===== src/rtl/fmul_pp_round.sv =====
// fmul_pp_round: back end of the binary32 multiplier. Sums the 13 Booth partial
// products one per cycle, then normalizes, rounds to nearest-even and packs the result.
module fmul_pp_round #(
  parameter int BIAS = 127
) (
  input  logic        clk,
  input  logic        rst_n,
  input  logic        in_valid,
  output logic        in_ready,
  input  logic [48:0] P0,
  input  logic [48:0] P1,
  input  logic [48:0] P2,
  input  logic [48:0] P3,
  input  logic [48:0] P4,
  input  logic [48:0] P5,
  input  logic [48:0] P6,
  input  logic [48:0] P7,
  input  logic [48:0] P8,
  input  logic [48:0] P9,
  input  logic [48:0] P10,
  input  logic [48:0] P11,
  input  logic [48:0] P12,
  input  logic        sign,
  input  logic [8:0]  expc,
  output logic        out_valid,
  input  logic        out_ready,
  output logic [31:0] result,
  output logic        overflow,
  output logic        underflow
);

  typedef enum logic [1:0] {IDLE, ACC, NORM, DONE} state_t;

  state_t      r_state;
  state_t      w_nextState;

  logic [48:0] w_pIn [13];
  logic [48:0] r_p   [13];
  logic [48:0] w_pSel;

  logic        r_sign;
  logic [8:0]  r_expc;
  logic [48:0] r_acc;
  logic [3:0]  r_cnt;

  logic [31:0] r_result;
  logic        r_ovf;
  logic        r_unf;

  logic        w_top;
  logic [22:0] w_frac;
  logic        w_guard;
  logic        w_sticky;
  logic        w_roundUp;
  logic [23:0] w_fracRnd;
  logic signed [10:0] w_exp;
  logic [31:0] w_packed;
  logic        w_ovf;
  logic        w_unf;

  assign w_pIn[0]  = P0;
  assign w_pIn[1]  = P1;
  assign w_pIn[2]  = P2;
  assign w_pIn[3]  = P3;
  assign w_pIn[4]  = P4;
  assign w_pIn[5]  = P5;
  assign w_pIn[6]  = P6;
  assign w_pIn[7]  = P7;
  assign w_pIn[8]  = P8;
  assign w_pIn[9]  = P9;
  assign w_pIn[10] = P10;
  assign w_pIn[11] = P11;
  assign w_pIn[12] = P12;

  always_ff @(posedge clk or negedge rst_n) begin
    if (!rst_n) begin
      r_state <= IDLE;
    end else begin
      r_state <= w_nextState;
    end
  end

  always_comb begin
    w_nextState = r_state;
    case (r_state)
      IDLE:    if (in_valid) w_nextState = ACC;
      ACC:     if (r_cnt == 4'd12) w_nextState = NORM;
      NORM:    w_nextState = DONE;
      DONE:    if (out_ready) w_nextState = IDLE;
      default: w_nextState = IDLE;
    endcase
  end

  always_comb begin
    in_ready  = (r_state == IDLE);
    out_valid = (r_state == DONE);
  end

  // Operand bank is only meaningful after a capture, so it needs no reset.
  always_ff @(posedge clk) begin
    if (r_state == IDLE && in_valid) begin
      for (int i = 0; i < 13; i++) begin
        r_p[i] <= w_pIn[i];
      end
    end
  end

  always_comb begin
    w_pSel = '0;
    for (int i = 0; i < 13; i++) begin
      if (r_cnt == 4'(i)) w_pSel = r_p[i];
    end
  end

  always_ff @(posedge clk or negedge rst_n) begin
    if (!rst_n) begin
      r_sign   <= 1'b0;
      r_expc   <= '0;
      r_acc    <= '0;
      r_cnt    <= '0;
      r_result <= '0;
      r_ovf    <= 1'b0;
      r_unf    <= 1'b0;
    end else begin
      case (r_state)
        IDLE: begin
          if (in_valid) begin
            r_sign <= sign;
            r_expc <= expc;
            r_acc  <= '0;
            r_cnt  <= '0;
          end
        end
        ACC: begin
          r_acc <= r_acc + w_pSel;
          r_cnt <= r_cnt + 4'd1;
        end
        NORM: begin
          r_result <= w_packed;
          r_ovf    <= w_ovf;
          r_unf    <= w_unf;
        end
        default: ;
      endcase
    end
  end

  // Bit 48 is always clear for legal inputs; folding it in keeps every acc bit observed.
  always_comb begin
    w_top     = r_acc[48] | r_acc[47];
    w_frac    = '0;
    w_guard   = 1'b0;
    w_sticky  = 1'b0;
    if (w_top) begin
      w_frac   = r_acc[46:24];
      w_guard  = r_acc[23];
      w_sticky = |r_acc[22:0];
    end else begin
      w_frac   = r_acc[45:23];
      w_guard  = r_acc[22];
      w_sticky = |r_acc[21:0];
    end
    w_roundUp = w_guard & (w_sticky | w_frac[0]);
    w_fracRnd = {1'b0, w_frac} + {23'd0, w_roundUp};
    w_exp     = $signed({2'b00, r_expc} - 11'(BIAS) + {10'd0, w_top} + {10'd0, w_fracRnd[23]});
    w_ovf     = 1'b0;
    w_unf     = 1'b0;
    w_packed  = {r_sign, w_exp[7:0], w_fracRnd[22:0]};
    if (w_exp >= 11'sd255) begin
      w_packed = {r_sign, 8'hFF, 23'h0};
      w_ovf    = 1'b1;
    end else if (w_exp <= 11'sd0) begin
      w_packed = {r_sign, 31'h0};
      w_unf    = 1'b1;
    end
  end

  assign result    = r_result;
  assign overflow  = r_ovf;
  assign underflow = r_unf;

endmodule


===== config.mk =====
export PLATFORM = sky130hd
export DESIGN_NAME = fmul_pp_round
export DESIGN_NICKNAME = d
export VERILOG_FILES = /design/src/rtl/fmul_pp_round.sv
export SDC_FILE = /design/constraint.sdc
export NUM_CORES = 1
export LEC_CHECK = 0
export BUFFER_PORTS_ARGS = -buffer_cell sky130_fd_sc_hd__buf_2
export CORE_MARGIN = 1
export CORE_UTILIZATION = 35
export CTS_BUF_LIST = sky130_fd_sc_hd__clkbuf_4 sky130_fd_sc_hd__clkbuf_8
export CTS_CLUSTER_SIZE = 40
export DETAILED_ROUTE_END_ITERATION = 10
export PLACE_DENSITY = 0.52
export SYNTH_ARGS = -nofsm -noshare
export SYNTH_HDL_FRONTEND = slang
export SYNTH_SLANG_ARGS = --single-unit

===== constraint.sdc =====
create_clock -name clk -period 37.3 [get_ports clk]
set_input_delay 1.865 -clock clk [delete_from_list [all_inputs] [get_ports clk]]
set_output_delay 1.865 -clock clk [all_outputs]
set_load 0.005 [all_outputs]

==> qor.txt, run 1 <==
outcome: finished, final reports clean
Critical-path top delay cell: o21ai_0
latest clock arrival within the worst-skew pair: 0.83 ns
clock root cell: clkbuf_8
largest net degree at the start of global routing: 174
crit path from: r_cnt[1]
crit share post-route: 17.6%
R2R cell count: 21
Tmin final: 6.57 ns
most frequent cells in the layout: buf_2, edfxtp_1, a21oi_1, nor2_1, clkbuf_8
CTS Buffer Depth: 3
CP delay by family, top: compound AO/OA/AOI/OAI gates
relative slew slack: 17.9%
post-route cell area: 0.0394 mm²
Setup Buffers After CTS: 0
grt ovf: 0
Initial Utilization: 35.5%
nets: 3759
Crit Path Category: reg2reg
Largest stage delay, worst path: 0.73 ns
Worst R2R End: r_acc[43]
initial antenna violation count: 72
TritonCTS clock tree: built
row cnt: 110
WP buf/inv: 2
WP data required: 37.96 ns
Num CTS Buffers: 134
synth warn: 0
synthesis-to-layout area growth: 22.9%
reg2reg start: r_cnt[1]
DP HPWL: 83.8 mm
arrival time at the worst endpoint: 7.24 ns
top sig layer: met5
unrepaired setup endpoints after global routing: no
global-route wire length before repair: 164 mm
Worst setup EP type: register
Met2 Wirelength: 57.7 mm
Synth Cell Area: 0.0321 mm²
Worst-Margin Slew: 1.23 ns
Worst Slack Setup Final: 30.73 ns
critical path endpoint: r_acc[43]
die area: 0.0929 mm²
Detailed Routing Iterations Pass 1: 5
Post-Route M1 WL: 45.6 mm
fin. max-slew vios: 0
pwr/cell area: 81.6 mW/mm²
Vias: 23400
sequential area share after synthesis: 67.4%
commonest non-fill, non-tap cell in the layout: buf_2
I/O pin total: 687
maximum clock frequency: 152 MHz
H-tree depth: 4
PostCTS Resize Cnt: 0
total power: 0.00322 W
cell count after synthesis: 2332
WL met3: 8.13 mm
worst hold path type: reg2reg
max cap viols: 0
setup TNS: 0 ns
GRT Resource Usage Total: 24.3%
crit start category: register
R2R Setup Slk: 30.73 ns
endpoints failing hold: 0
number of flops mapped to enable cells by yosys: 637
drt drc: 0
Critical Path, Cell by Cell: inv_1 > ha_1 > nor3b_4 > buf_4 > a22oi_1 > a211oi_1 > a221oi_1 > a21oi_1 > mux2_2 > a21oi_1 > o21ai_0 > ha_1 > a21oi_1 > o21ai_0 > o2111ai_1 > a21oi_1 > o21ai_1 > a211oi_1 > a221oi_2 > o21a_1 > o211ai_1
GP Congestion: 0.914
Leak Pwr: 15.2 nW
final setup fails: 0
Hold Slack: 0.499 ns
Synth Net Count: 3050
port bufs: 686
vias in the first global route: 24000
Hold Buf Count CTS: 0
most used flip-flop cell after synthesis: edfxtp_1
routed wire length: 115 mm
placed instance area: 0.0367 mm²
Die H: 305 µm
CP Max Fanout: 42
Avg Inst Size Synth: 13.8 µm²
CP most frequent cell: a21oi_1
total clock sinks: 736
Worst-path clk slew: 0.05 ns
CORE AREA: 0.0904 mm²
pre-CTS setup slack: 30.63 ns
Die W: 305 µm
Iter 0 DRT Violations: 1925
clk_skew: 0.0495 ns
synth unique cells: 91
Vias/cell: 5.38
Synth Register Bits: 736
routed len/inst: 26.3 µm
peak supply drop: 0.0551 mV
Levels on crit path: 21
layout cell share with drive strength beyond 1: 33.3%
post-route ant nets: 0
Synth async-reset ratio: 13.5%
==> synthesized netlist by cell type (9+ instances only) <==
| cell | n | share of area (%) |
|---|---|---|
| edfxtp_1 | 637 | 60 |
| a21oi_1 | 184 | 2.9 |
| nor2_1 | 157 | 1.8 |
| nand2_1 | 133 | 1.6 |
| o21ai_0 | 115 | 1.8 |
| clkbuf_1 | 114 | 1.3 |
| dfrtp_1 | 99 | 7.7 |
| a22oi_1 | 90 | 2.1 |
| ha_1 | 65 | 2.5 |
| a211oi_1 | 55 | 1.3 |
| mux2_2 | 52 | 1.8 |
| inv_1 | 51 | 0.60 |
| a221oi_1 | 49 | 1.3 |
| o221ai_1 | 49 | 1.3 |
| xnor2_1 | 43 | 1.2 |
| a221o_1 | 40 | 1.2 |
| xor2_1 | 40 | 1.1 |
| nand3_1 | 28 | 0.44 |
| a21o_1 | 25 | 0.59 |
| buf_2 | 20 | 0.31 |
| o22ai_2 | 20 | 0.78 |
| nor3_1 | 17 | 0.27 |
| o21ai_1 | 17 | 0.27 |
| a22o_1 | 15 | 0.41 |
| and2_1 | 14 | 0.27 |
| nand4_1 | 14 | 0.27 |
| o21a_1 | 12 | 0.28 |
| mux2i_1 | 11 | 0.34 |
| o211ai_1 | 11 | 0.26 |
| o22ai_1 | 10 | 0.20 |
| nand2b_1 | 9 | 0.18 |
==> worst min path at each step <==
stage                   from          to  depth (start not counted)
floorplan           r_acc[9]    r_acc[9]                          2
global placement      r_sign  result[31]                          1
detailed placement    r_sign  result[31]                          1
CTS                   r_sign  result[31]                          1
global route          r_sign      r_sign                          1
finish                r_sign  result[31]                          1
==> per-stage QoR <==
| stage | instances | utilization [%] |
|---|---|---|
| after floorplan | 2332 | - |
| after global placement | 4081 | 40.6 |
| after detailed placement | 4081 | 40.6 |
| after CTS | 4322 | 43.5 |
| after global routing | 4347 | 43.6 |
| final | 4355 | 43.6 |
==> registers in the layout (all words and copies together) (netlist names) <==
signal and count:
overflow 1, r_acc 49, r_cnt 4, r_expc 9, r_p 637, r_sign 1
r_state 2, result 32, underflow 1
==> worst reg2reg max path, cell delays in order (launching register included) <==
cell and delay, ns:
dfrtp_1 0.42, inv_1 0.10, ha_1 0.42, nor3b_4 0.51, buf_4 0.58, a22oi_1 0.26
a211oi_1 0.29, a221oi_1 0.08, a21oi_1 0.25, mux2_2 0.18, a21oi_1 0.08, o21ai_0 0.73
ha_1 0.42, a21oi_1 0.15, o21ai_0 0.17, o2111ai_1 0.23, a21oi_1 0.10, o21ai_1 0.25
a211oi_1 0.13, a221oi_2 0.72, o21a_1 0.27, o211ai_1 0.10
==> cell type report <==
cell class	count	area, µm²
repair buffers	716	3670
fillers	8370	51000
diodes	33	82.6
multi-input cells	1401	9770
flip-flops and latches	736	21600
clock inverters	53	322
clock buffers	188	2290
inverters	52	203
well taps	1176	1470
==> per-layer routing <==
metal  track usage, %  vias up
li1                 -    10600
met1             29.4    11600
met2             41.6      907
met3             6.49      225
met4             8.14       46
met5                0        -
==> power breakdown <==
| part | internal [W] | total [W] | switching, W |
|---|---|---|---|
| clock network | 0.000406 | 0.000758 | 0.000352 |
| registers | 0.00112 | 0.00121 | 0.0000974 |
| logic | 0.000461 | 0.00124 | 0.000782 |
| total | 0.00198 | 0.00322 | 0.00123 |
==> cell families after synthesis <==
group	Yosys count	synth area share (%)
xor gates and xnor gates	84	2.32
DFF	736	67.4
adders and majority gates	67	2.66
buffers and inverters	195	2.45
AOI/OAI and AO/OA	753	16.6
and+or+nand+nor	434	6.46
muxes	63	2.17
Note: power is estimated with default switching activity, not from simulation.
==> inputs of run 2 (changes only) <==
ABC_AREA = 1   (was unset)
PLACE_DENSITY = 0.54   (was 0.52)
clock period = 5.4 ns   (was 37.3 ns; I/O delays follow)
==> qor.txt, run 2 <==
Most flops, register: r_p (unchanged)
CP delay by family, top: simple AND/OR/NAND/NOR gates (was compound AO/OA/AOI/OAI gates)
initial antenna violation count: 33 (was 72)
Synth Cell Area: 0.0331 mm² (was 0.0321 mm²)
Leak Pwr: 20.1 nW (was 15.2 nW)
number of flops mapped to enable cells by yosys: 637 (unchanged)
I/O pin total: 687 (unchanged)
Num CTS Buffers: 134 (unchanged)
synth warn: 0 (unchanged)
routed len/inst: 22.1 µm (was 26.3 µm)
largest net degree at the start of global routing: 112 (was 174)
CORE AREA: 0.0936 mm² (was 0.0904 mm²)
GRT Resource Usage Total: 27.2% (was 24.3%)
CP Max Fanout: 27 (was 42)
GP Congestion: 0.928 (was 0.914)
most frequent cells after synthesis: nand2_1, edfxtp_1, nor2_1 (was edfxtp_1, a21oi_1, nor2_1)
routed wire length: 132 mm (was 115 mm)
maximum clock frequency: 193 MHz (was 152 MHz)
die area: 0.0959 mm² (was 0.0929 mm²)
reg2reg start: r_cnt[0] (was r_cnt[1])
post-route ant nets: 0 (unchanged)
sequential area share after synthesis: 65.2% (was 67.4%)
Worst R2R End: r_acc[42] (was r_acc[43])
share of the synthesized area in the top cell type: 57.7% (was 59.6%)
crit path from: r_cnt[0] (was r_cnt[1])
total power: 0.0273 W (was 0.00322 W)
count leader, synth: nand2_1 (was edfxtp_1)
CP most frequent cell: nand3_1 (was a21oi_1)
vias in the first global route: 30300 (was 24000)
pwr/cell area: 569 mW/mm² (was 81.6 mW/mm²)
WP buf/inv: 4 (was 2)
final setup fails: 0 (unchanged)
Largest register FFs: 637 (unchanged)
crit share post-route: 96.1% (was 17.6%)
WP data required: 6.08 ns (was 37.96 ns)
Synth Net Count: 3885 (was 3050)
fin util: 51.2% (was 43.6%)
Tmin final: 5.19 ns (was 6.57 ns)
outcome: finished with violations (was finished, final reports clean)
R2R cell count: 27 (was 21)
R2R Setup Slk: 0.21 ns (was 30.73 ns)
DP HPWL: 93.6 mm (was 83.8 mm)
Synth async-reset ratio: 13.5% (unchanged)
Initial Utilization: 35.4% (was 35.5%)
peak supply drop: 0.243 mV (was 0.0551 mV)
latest clock arrival within the worst-skew pair: 0.84 ns (was 0.83 ns)
Avg Inst Size Synth: 10.5 µm² (was 13.8 µm²)
clock root cell: clkbuf_8 (unchanged)
fin. max-slew vios: 0 (unchanged)
Worst-path clk slew: 0.06 ns (was 0.05 ns)
commonest non-fill, non-tap cell in the layout: nand2_1 (was buf_2)
Worst Slack Setup Final: 0.210 ns (was 30.73 ns)
Die W: 310 µm (was 305 µm)
worst hold path type: in2reg (was reg2reg)
Largest stage delay, worst path: 0.53 ns (was 0.73 ns)
Crit Path Category: reg2reg (unchanged)
pre-CTS setup slack: 0.193 ns (was 30.63 ns)
H-tree depth: 4 (unchanged)
hold depth: 5 (was 1)
synthesis-to-layout area growth: 44.6% (was 22.9%)
Worst-Margin Slew: 1.16 ns (was 1.23 ns)
setup TNS: 0 ns (unchanged)
Critical-path top delay cell: a21oi_1 (was o21ai_0)
grt ovf: 0 (unchanged)
Setup Buffers After CTS: 0 (unchanged)
Worst setup EP type: register (unchanged)
port bufs: 686 (unchanged)
max cap viols: 0 (unchanged)
Vias/cell: 4.94 (was 5.38)
hold path startpoint: in_valid (was r_sign)
Iter 0 DRT Violations: 2483 (was 1925)
Die H: 310 µm (was 305 µm)
Vias: 29500 (was 23400)
layout cell share with drive strength beyond 1: 22.2% (was 33.3%)
arrival time at the worst endpoint: 5.87 ns (was 7.24 ns)
most used flip-flop cell after synthesis: edfxtp_1 (unchanged)
CTS Buffer Depth: 3 (unchanged)
largest area contributor in the netlist: edfxtp_1 (unchanged)
cell count after synthesis: 3167 (was 2332)
relative slew slack: 22.4% (was 17.9%)
drt drc: 1 (was 0)
TritonCTS clock tree: built (unchanged)
Synth Register Bits: 736 (unchanged)
synth unique cells: 51 (was 91)
endpoints failing hold: 0 (unchanged)
violated checks: DRC
Synth area leaders: edfxtp_1, nand2_1, dfrtp_1, nand3_1, nor2_1 (was edfxtp_1, dfrtp_1, a21oi_1, ha_1, a22oi_1)
Detailed Routing Iterations Pass 1: 8 (was 5)
global-route wire length before repair: 191 mm (was 164 mm)
row cnt: 112 (was 110)
nets: 5303 (was 3759)
most frequent cells in the layout: nand2_1, buf_2, dlygate4sd3_1, edfxtp_1, nor2_1 (was buf_2, edfxtp_1, a21oi_1, nor2_1, clkbuf_8)
total clock sinks: 736 (unchanged)
Hold EP: r_cnt[3] (was result[31])
crit start category: register (unchanged)
clk_skew: 0.0440 ns (was 0.0495 ns)
[run 2: cell types whose count changed in the layout (fill, tap and decap cells not counted), moves of 63 or more]
| cell | change |
|---|---|
| o211ai_1 | +87 |
| nor2_1 | +162 |
| a22oi_1 | -90 |
| nand4_1 | +67 |
| nand2_1 | +745 |
| dlygate4sd3_1 | +655 |
| nand3_1 | +225 |
| a21oi_1 | -63 |
| inv_1 | +100 |
[run 2: per-layer routing]
metal / share of wire [%] / global-route usage [%]
met1: 42 / 34.6
met2: 49 / 46.3
met3: 6.0 / 4.77
met4: 3.0 / 9.90
met5: 0.026 / 0
[run 2: worst max-delay path by stage]
stage,end,depth (start not counted)
final,r_acc[42],27
after global routing,r_acc[46],27
after CTS,r_acc[26],28
after detailed placement,r_acc[26],28
after global placement,r_acc[42],25
after floorplan,r_p[0][0],5
[run 2: cells by family after synthesis]
kind of cell | count (synthesis) | synth area share, %
AO/OA/AOI/OAI | 434 | 7.86
XOR/XNOR | 31 | 0.819
adder cells (fa/ha/maj) | 67 | 2.57
buffers and inverters | 308 | 3.56
flip-flops | 736 | 65.2
AND/OR/NAND/NOR | 1591 | 20.0
[run 2: where the power goes]
group	leakage [nW]	internal, W	switching, W
sequential	7.18	0.00771	0.000538
clock	1.40	0.00281	0.00254
combinational	11.5	0.00428	0.00940
[run 2: worst min-delay path, stage by stage]
cell and delay, ns:
buf_2 0.10, nand2_1 0.05, buf_4 0.22, o22ai_1 0.18, a21oi_1 0.05
[run 2: what timing repair did]
action | 4_1_cts | 5_1_grt
hold endpoints to repair | 713 | 0
hold buffers | 655 | 0
resized for setup | 0 | 14
endpoints found under the setup margin | 0 | 45
[run 2: stage by stage]
stage	std cells	hold slack (ns)	area, µm²
after floorplan	3167	-0.0256	33200
after global placement	5048	0.446	38600
after detailed placement	5048	0.448	38600
after CTS	5943	0.0414	47800
after global routing	5971	0.0783	47900
final	5974	0.121	47900
[run 2: area by class of cell]
type	count	area (µm²)
fill	8558	45700
multi-input combinational	2123	10500
antenna	31	77.6
inverter	167	642
tap	1254	1570
sequential	736	21600
timing repair buffer	1423	10900
clock buffer	184	2270
clock inverter	56	373
